## config.mk

```make
export PLATFORM = sky130hd
export DESIGN_NAME = st_bus_frame_tx
export DESIGN_NICKNAME = d
export VERILOG_FILES = /design/src/rtl/st_bus_pkg.sv /design/src/rtl/sync_fifo.sv /design/src/rtl/st_bus_frame_tx.sv
export SDC_FILE = /design/constraint.sdc
export NUM_CORES = 1
export LEC_CHECK = 0
export ABC_AREA = 1
export ABC_CLOCK_PERIOD_IN_PS = 2600
export CAP_MARGIN = 25
export CORE_AREA = 2 2 164 166
export CTS_CLUSTER_DIAMETER = 120
export CTS_CLUSTER_SIZE = 16
export DETAILED_ROUTE_END_ITERATION = 6
export DIE_AREA = 0 0 166 168
export GPL_TIMING_DRIVEN = 0
export PLACE_DENSITY = 0.77
export SYNTH_ARGS = -nofsm -noshare
export SYNTH_HDL_FRONTEND = slang
export SYNTH_SLANG_ARGS = --single-unit
```

## constraint.sdc

```tcl
create_clock -name clk50 -period 2.6 [get_ports clk50]
set_input_delay 0.26 -clock clk50 [delete_from_list [all_inputs] [get_ports clk50]]
set_output_delay 0.26 -clock clk50 [all_outputs]
set_load 0.01 [all_outputs]
```

## src/rtl/st_bus_pkg.sv

```systemverilog
// st_bus_pkg: shared constants and FSM encoding for the DT-link transmit path.
//   DEF_BITS_PER_FRAME   bits sent per DT frame
//   DEF_FRAMES_PER_BLOCK frames between tx_int pulses
//   DEF_IDLE_BIT         line level outside slots and on underflow
//   WORD_W               width of one FIFO word (four packed bytes)
//   CNT_W                width of the c4 edge counter within a frame
//   tx_state_e           transmit FSM state encoding
package st_bus_pkg;
    localparam int   DEF_BITS_PER_FRAME   = 32;
    localparam int   DEF_FRAMES_PER_BLOCK = 16;
    localparam logic DEF_IDLE_BIT         = 1'b1;
    localparam int   WORD_W               = 32;
    localparam int   CNT_W                = 10;
    typedef enum logic [1:0] {IDLE, WAIT_F0, SHIFT, GAP} tx_state_e;
endpackage

```

## src/rtl/sync_fifo.sv

```systemverilog
// sync_fifo: single-clock show-ahead FIFO for packed transmit words.
//   clk50    in   clock
//   reset_n  in   asynchronous active-low reset (flushes contents)
//   push     in   write wr_data (accepted when not full, or when popping)
//   wr_data  in   word to write
//   pop      in   drop the head word (ignored when empty)
//   rd_data  out  current head word
//   full     out  DEPTH words stored
//   empty    out  no words stored
module sync_fifo #(
    parameter int WIDTH = 32,
    parameter int DEPTH = 8
) (
    input  logic             clk50,
    input  logic             reset_n,
    input  logic             push,
    input  logic [WIDTH-1:0] wr_data,
    input  logic             pop,
    output logic [WIDTH-1:0] rd_data,
    output logic             full,
    output logic             empty
);
    localparam int AW = $clog2(DEPTH);
    logic [WIDTH-1:0] mem [DEPTH];
    logic [AW-1:0] wr_ptr, rd_ptr;
    logic [AW:0] count;
    logic do_push, do_pop;
    assign do_pop  = pop & ~empty;
    // a push on full is fine when the head leaves in the same cycle
    assign do_push = push & (~full | do_pop);
    assign full    = count == (AW+1)'(DEPTH);
    assign empty   = count == '0;
    assign rd_data = mem[rd_ptr];
    always_ff @(posedge clk50)
        if (do_push) mem[wr_ptr] <= wr_data;
    always_ff @(posedge clk50 or negedge reset_n)
        if (!reset_n) begin
            wr_ptr <= '0;
            rd_ptr <= '0;
            count  <= '0;
        end else begin
            wr_ptr <= do_push ? wr_ptr + 1'b1 : wr_ptr;
            rd_ptr <= do_pop ? rd_ptr + 1'b1 : rd_ptr;
            count  <= count + {{AW{1'b0}}, do_push} - {{AW{1'b0}}, do_pop};
        end
endmodule

```

## src/rtl/st_bus_frame_tx.sv

```systemverilog
// st_bus_frame_tx: packs STM bytes into words and serialises them onto the DT line.
//   clk50       in   system clock (c4 period >= 4 clk50 periods)
//   reset_n     in   asynchronous active-low reset
//   f0          in   DT frame pulse, active low, async
//   c4          in   DT bit clock, async
//   enable      in   1 = transmit, 0 = idle line after the current frame
//   s_data      in   byte from STM side
//   s_valid     in   s_data valid
//   s_ready     out  byte accepted when s_valid & s_ready
//   clear_flags in   clears underflow / frame_err
//   data_to_dt  out  serial line, bit 0 first, one bit per two c4 edges
//   tx_int      out  one-cycle pulse at the end of each block of frames
//   frame_cnt   out  frame index within the block
//   underflow   out  sticky: a frame started with the FIFO empty
//   frame_err   out  sticky: a frame pulse arrived mid-slot
module st_bus_frame_tx
    import st_bus_pkg::*;
#(
    parameter int   FIFO_DEPTH       = 8,
    parameter int   BITS_PER_FRAME   = DEF_BITS_PER_FRAME,
    parameter int   FRAMES_PER_BLOCK = DEF_FRAMES_PER_BLOCK,
    parameter logic IDLE_BIT         = DEF_IDLE_BIT
) (
    input  logic       clk50,
    input  logic       reset_n,
    input  logic       f0,
    input  logic       c4,
    input  logic       enable,
    input  logic [7:0] s_data,
    input  logic       s_valid,
    output logic       s_ready,
    input  logic       clear_flags,
    output logic       data_to_dt,
    output logic       tx_int,
    output logic [4:0] frame_cnt,
    output logic       underflow,
    output logic       frame_err
);
    localparam logic [CNT_W-1:0] LAST_CNT   = CNT_W'(2*BITS_PER_FRAME-1);
    localparam logic [4:0]       LAST_FRAME = 5'(FRAMES_PER_BLOCK-1);

    logic f0_m, f0_s, c4_m, c4_s, c4_d, c4_rise, frame_pulse;
    always_ff @(posedge clk50 or negedge reset_n)
        if (!reset_n) {f0_m, f0_s, c4_m, c4_s, c4_d} <= 5'b11000;
        else {f0_m, f0_s, c4_m, c4_s, c4_d} <= {f0, f0_m, c4, c4_m, c4_s};
    assign c4_rise     = c4_s & ~c4_d;
    assign frame_pulse = c4_rise & ~f0_s;

    // byte packer: bytes shift in from the top so the first byte lands in bits 7:0
    logic [1:0] pk_cnt;
    logic [23:0] pk_data;
    logic accept, push, pop, full, empty;
    logic [WORD_W-1:0] rd_data;
    assign s_ready = ~(full & (pk_cnt == 2'd3));
    assign accept  = s_valid & s_ready;
    assign push    = accept & (pk_cnt == 2'd3);
    always_ff @(posedge clk50 or negedge reset_n)
        if (!reset_n) begin
            pk_cnt  <= '0;
            pk_data <= '0;
        end else if (accept) begin
            pk_cnt  <= pk_cnt + 1'b1;
            pk_data <= {s_data, pk_data[23:8]};
        end

    sync_fifo #(.WIDTH(WORD_W), .DEPTH(FIFO_DEPTH)) u_fifo (
        .clk50   (clk50),
        .reset_n (reset_n),
        .push    (push),
        .wr_data ({s_data, pk_data}),
        .pop     (pop),
        .rd_data (rd_data),
        .full    (full),
        .empty   (empty)
    );

    logic [CNT_W-1:0] cnt, cnt_nxt;
    assign cnt_nxt = !f0_s ? '0 : (&cnt) ? cnt : cnt + 1'b1;
    always_ff @(posedge clk50 or negedge reset_n)
        if (!reset_n) cnt <= '0;
        else if (c4_rise) cnt <= cnt_nxt;

    tx_state_e state, state_d;
    logic start, shift, done, early;
    always_ff @(posedge clk50 or negedge reset_n)
        if (!reset_n) state <= IDLE;
        else state <= state_d;

    // bits change on edges that make cnt odd so each bit is stable on the even (sampling) edge
    always_comb begin
        state_d = state;
        start   = 1'b0;
        shift   = 1'b0;
        done    = 1'b0;
        early   = 1'b0;
        case (state)
            IDLE: state_d = enable ? WAIT_F0 : IDLE;
            WAIT_F0, GAP: begin
                if (!enable) state_d = IDLE;
                else if (frame_pulse) begin
                    start   = 1'b1;
                    state_d = SHIFT;
                end
            end
            SHIFT: begin
                if (frame_pulse) begin
                    early   = 1'b1;
                    start   = enable;
                    state_d = enable ? SHIFT : IDLE;
                end else if (c4_rise && cnt_nxt == LAST_CNT) begin
                    done    = 1'b1;
                    state_d = GAP;
                end else shift = c4_rise & cnt_nxt[0];
            end
            default: state_d = IDLE;
        endcase
    end

    assign pop = start & ~empty;

    logic [WORD_W-1:0] sr;
    always_ff @(posedge clk50 or negedge reset_n)
        if (!reset_n) sr <= {WORD_W{IDLE_BIT}};
        else if (start) sr <= empty ? {WORD_W{IDLE_BIT}} : rd_data;
        else if (shift) sr <= {IDLE_BIT, sr[WORD_W-1:1]};

    assign data_to_dt = (state == SHIFT) ? sr[0] : IDLE_BIT;

    // set events take priority over clear_flags
    always_ff @(posedge clk50 or negedge reset_n)
        if (!reset_n) begin
            frame_cnt <= '0;
            tx_int    <= 1'b0;
            underflow <= 1'b0;
            frame_err <= 1'b0;
        end else begin
            tx_int    <= done & (frame_cnt == LAST_FRAME);
            frame_cnt <= (state == IDLE) ? '0 : !done ? frame_cnt : (frame_cnt == LAST_FRAME) ? '0 : frame_cnt + 1'b1;
            underflow <= (start & empty) | (underflow & ~clear_flags);
            frame_err <= early | (frame_err & ~clear_flags);
        end
endmodule

```

==> metrics.txt <==
Multi-input gate area 3920 um2; Clock power frac 0.226; layout filler cell count 1951; commonest non-fill, non-tap cells in the layout edfxtp_1 (256), nand2_1 (236), a21oi_1 (140); core box area 26350 um2; post-route ant nets 0; DIE HEIGHT approximately 170 um; path category of the worst min-delay check input port to flop; outcome completed; crit path capture type flop; Post-synth EDFFs about 260; hold depth 1; drt first-iter violations 1597; ranking of synthesized cells by area edfxtp_1 (53%), dfrtp_1 (10%), dfstp_2 (6.2%); Seq/Total Area, Yosys 0.6994; period utilization 0.9644; WL/cell 22.77 um; GP Congestion between 0.8 and 0.9; IO buf count 24; P_sw a little under 0.006 W; R2R Setup Slk just over 0.09 ns; sequential cell area 10060 um2; largest net degree at the start of global routing 49; Hold Fails Final Rpt 0; Yosys top cell area share 0.5346; Syn Area/Cell 12.15 um2; commonest non-fill, non-tap cell in the layout edfxtp_1; initial cell density of the core 0.5457; Row Count 60; CTS H-tree lvls 1; final hold slack between 0.1 and 0.15 ns; detailed-route DRC error count 0; gr usage total 0.2607; initial antenna violation count 0; Worst R2R Path Depth 7; CP arrival 2.74 ns; total iterations of the first detailed-routing run 6; max cap viols 0; Final Net Count 1279; Gate power share 0.317; Hold Crit Start f0; Max FO, Critical Path 22; CP Class flop to flop; CTS sink cnt 349; Leak 5.999 nW; Setup violations, final 0; full die area 27890 um2; dpl hpwl 23.45 mm; fin. max-slew vios 0; required time of the critical path 2.84 ns; area leader, netlist edfxtp_1; Crit Reg-Reg Startpoint pk_cnt[0]; internal power 0.01058 W; RSZ-0062 raised after global routing true; Post-Syn Area 14380 um2; Antenna Cells 0; crit path launch type flop; CTS Root Cell clkbuf_16; Post-Syn Nets 1211; max_slew headroom 0.3525; Worst Max-Slew Pin Slew 0.9713 ns; Post-synth ARST share 0.2665; Skew-Pair Late Insertion Delay 0.56 ns; final non-filler cell total ~1600; Cell variety after synth 39; die extent in x ~170 um; Inserted Clock Buffers 25; Overflow after GRT 0; Highest Clock Rate 398.8 MHz; r2r endpoint u_fifo.mem[1][30]; I/O pin cnt 25; Max IR drop VDD around 0.00066 V; Post-Place Cells 1558; vias in the first global route 9834; via count ~10000; Syn Inst Count roughly 1200; Seq pwr share 0.458; clock tree buffer depth 3; ys flop type edfxtp_1; Switching Fraction 0.3530; Cell Pwr Density 1013 nW/um2; synth-to-layout area growth 12.29%; clock slew at reported path FFs approximately 0.08 ns; post-detailed-routing wire length 36.71 mm; Synth Warn # 0; Worst Hold End f0_m; DR vias/cell approximately 6.2; share of layout cells above drive strength 1 0.1330; worst clock skew about 0.031 ns; CTS tree done; post-synthesis register bit count 349; min Tclk post-route 2.507 ns; first-pass GRT wire length between 50 and 60 mm
synth_stat cells, drive strengths merged, types with 2 or more instances:
cell / count
a21oi: 140
a221o: 60
a221oi: 2
buf: 17
clkbuf: 54
dfrtp: 59
dfstp: 34
edfxtp: 256
ha: 11
inv: 52
mux2: 9
nand2: 239
nand3: 126
nand4: 4
nor2: 45
nor3: 2
o21ai: 24
o22ai: 3
or2: 33
xnor2: 4
xor2: 4
power groups by stage:
| stage | registers, W | logic [W] | clock network (W) |
|---|---|---|---|
| after floorplan | 0.00743 | 0.00329 | 0 |
| after global placement | 0.00757 | 0.00470 | 0 |
| after detailed placement | 0.00758 | 0.00498 | 0 |
| after CTS | 0.00747 | 0.00503 | 0.00368 |
| after global routing | 0.00758 | 0.00552 | 0.00390 |
| final | 0.00749 | 0.00518 | 0.00369 |
kinds of logic after synthesis:
group                    after synthesis  share of synthesized area
AO/OA/AOI/OAI                        233                     0.1042
XOR/XNOR                               8                   0.004872
adder cells (fa/ha/maj)               12                    0.01096
buffers and inverters                123                    0.03419
flip-flops                           349                     0.6994
multiplexers                           9                   0.007048
AND/OR/NAND/NOR                      450                     0.1394
worst max-delay path by stage:
stage | startpoint | to | slack [ns] | cells after the start
2_1_floorplan | pk_cnt[0] | u_fifo.mem[0][0] | -0.40 | 5
3_3_place_gp | reset_n | pk_data[21] | -2.39 | 1
6_report | pk_cnt[0] | u_fifo.mem[1][30] | 0.09 | 7
3_5_place_dp | enable | u_fifo.count[2] | -1.04 | 12
5_1_grt | cnt[1] | sr[28] | -0.02 | 12
4_1_cts | pk_cnt[0] | u_fifo.mem[3][4] | 0.003 | 7
worst max-delay path: stages, from the launching register on:
cell and delay [ns]:
dfrtp_1 0.41, ha_1 0.26, nand4_1 0.18, nand3_1 0.14, inv_1 0.16, nand2_1 0.26, nor2_4 0.48, buf_12 0.27
metrics by stage:
| stage | util | total power [W] | setup slack (ns) | setup TNS [ns] | cell area, um2 |
|---|---|---|---|---|---|
| floorplan | - | 0.01072 | -0.3960 | -50.68 | 14390 |
| global placement | 0.5714 | 0.01227 | -2.389 | -515.04 | 15060 |
| detailed placement | 0.5806 | 0.01256 | -1.037 | -14.03 | 15300 |
| CTS | 0.6098 | 0.01618 | 0.003372 | 0 | 16070 |
| global route | 0.6128 | 0.01701 | -0.01959 | -0.06761 | 16150 |
| finish | 0.6128 | 0.01635 | 0.09265 | 0 | 16150 |
layer usage:
layer  routed length (um)  vias to the layer above  GRT usage
li1                     -                     4397          -
met1                14040                     4880     0.3509
met2                17480                      613     0.4299
met3                 4056                      103    0.05689
met4                 1140                        0    0.08129
met5                    0                        -          0
flip-flops by register name, summed over array words and instances (netlist names), 2 cells and up:
name	flops
u_fifo.mem	256
u_fifo.rd_ptr	3
pk_cnt	2
u_fifo.wr_ptr	3
state	2
pk_data	24
cnt	10
sr	32
frame_cnt	5
u_fifo.count	4
timing repair:
item                                    in CTS  in global routing
resized for setup                            7                 23
endpoints found under the setup margin      30                 44
hold buffers                                 1                  0
pin swaps                                    0                  2
buffers inserted                             2                  5
endpoints found under the hold margin       32                  0
cell type report:
| class | instances | share of cell area |
|---|---|---|
| flip-flops and latches | 349 | 0.6229 |
| multi-input cells | 712 | 0.2428 |
| clock buffers | 44 | 0.04316 |
| repair buffers | 41 | 0.03146 |
| well taps | 341 | 0.02642 |
| plain buffers | 71 | 0.01968 |
| inverters | 52 | 0.01209 |
| clock inverters | 2 | 0.001550 |
Power figures use the tool's default switching activity.
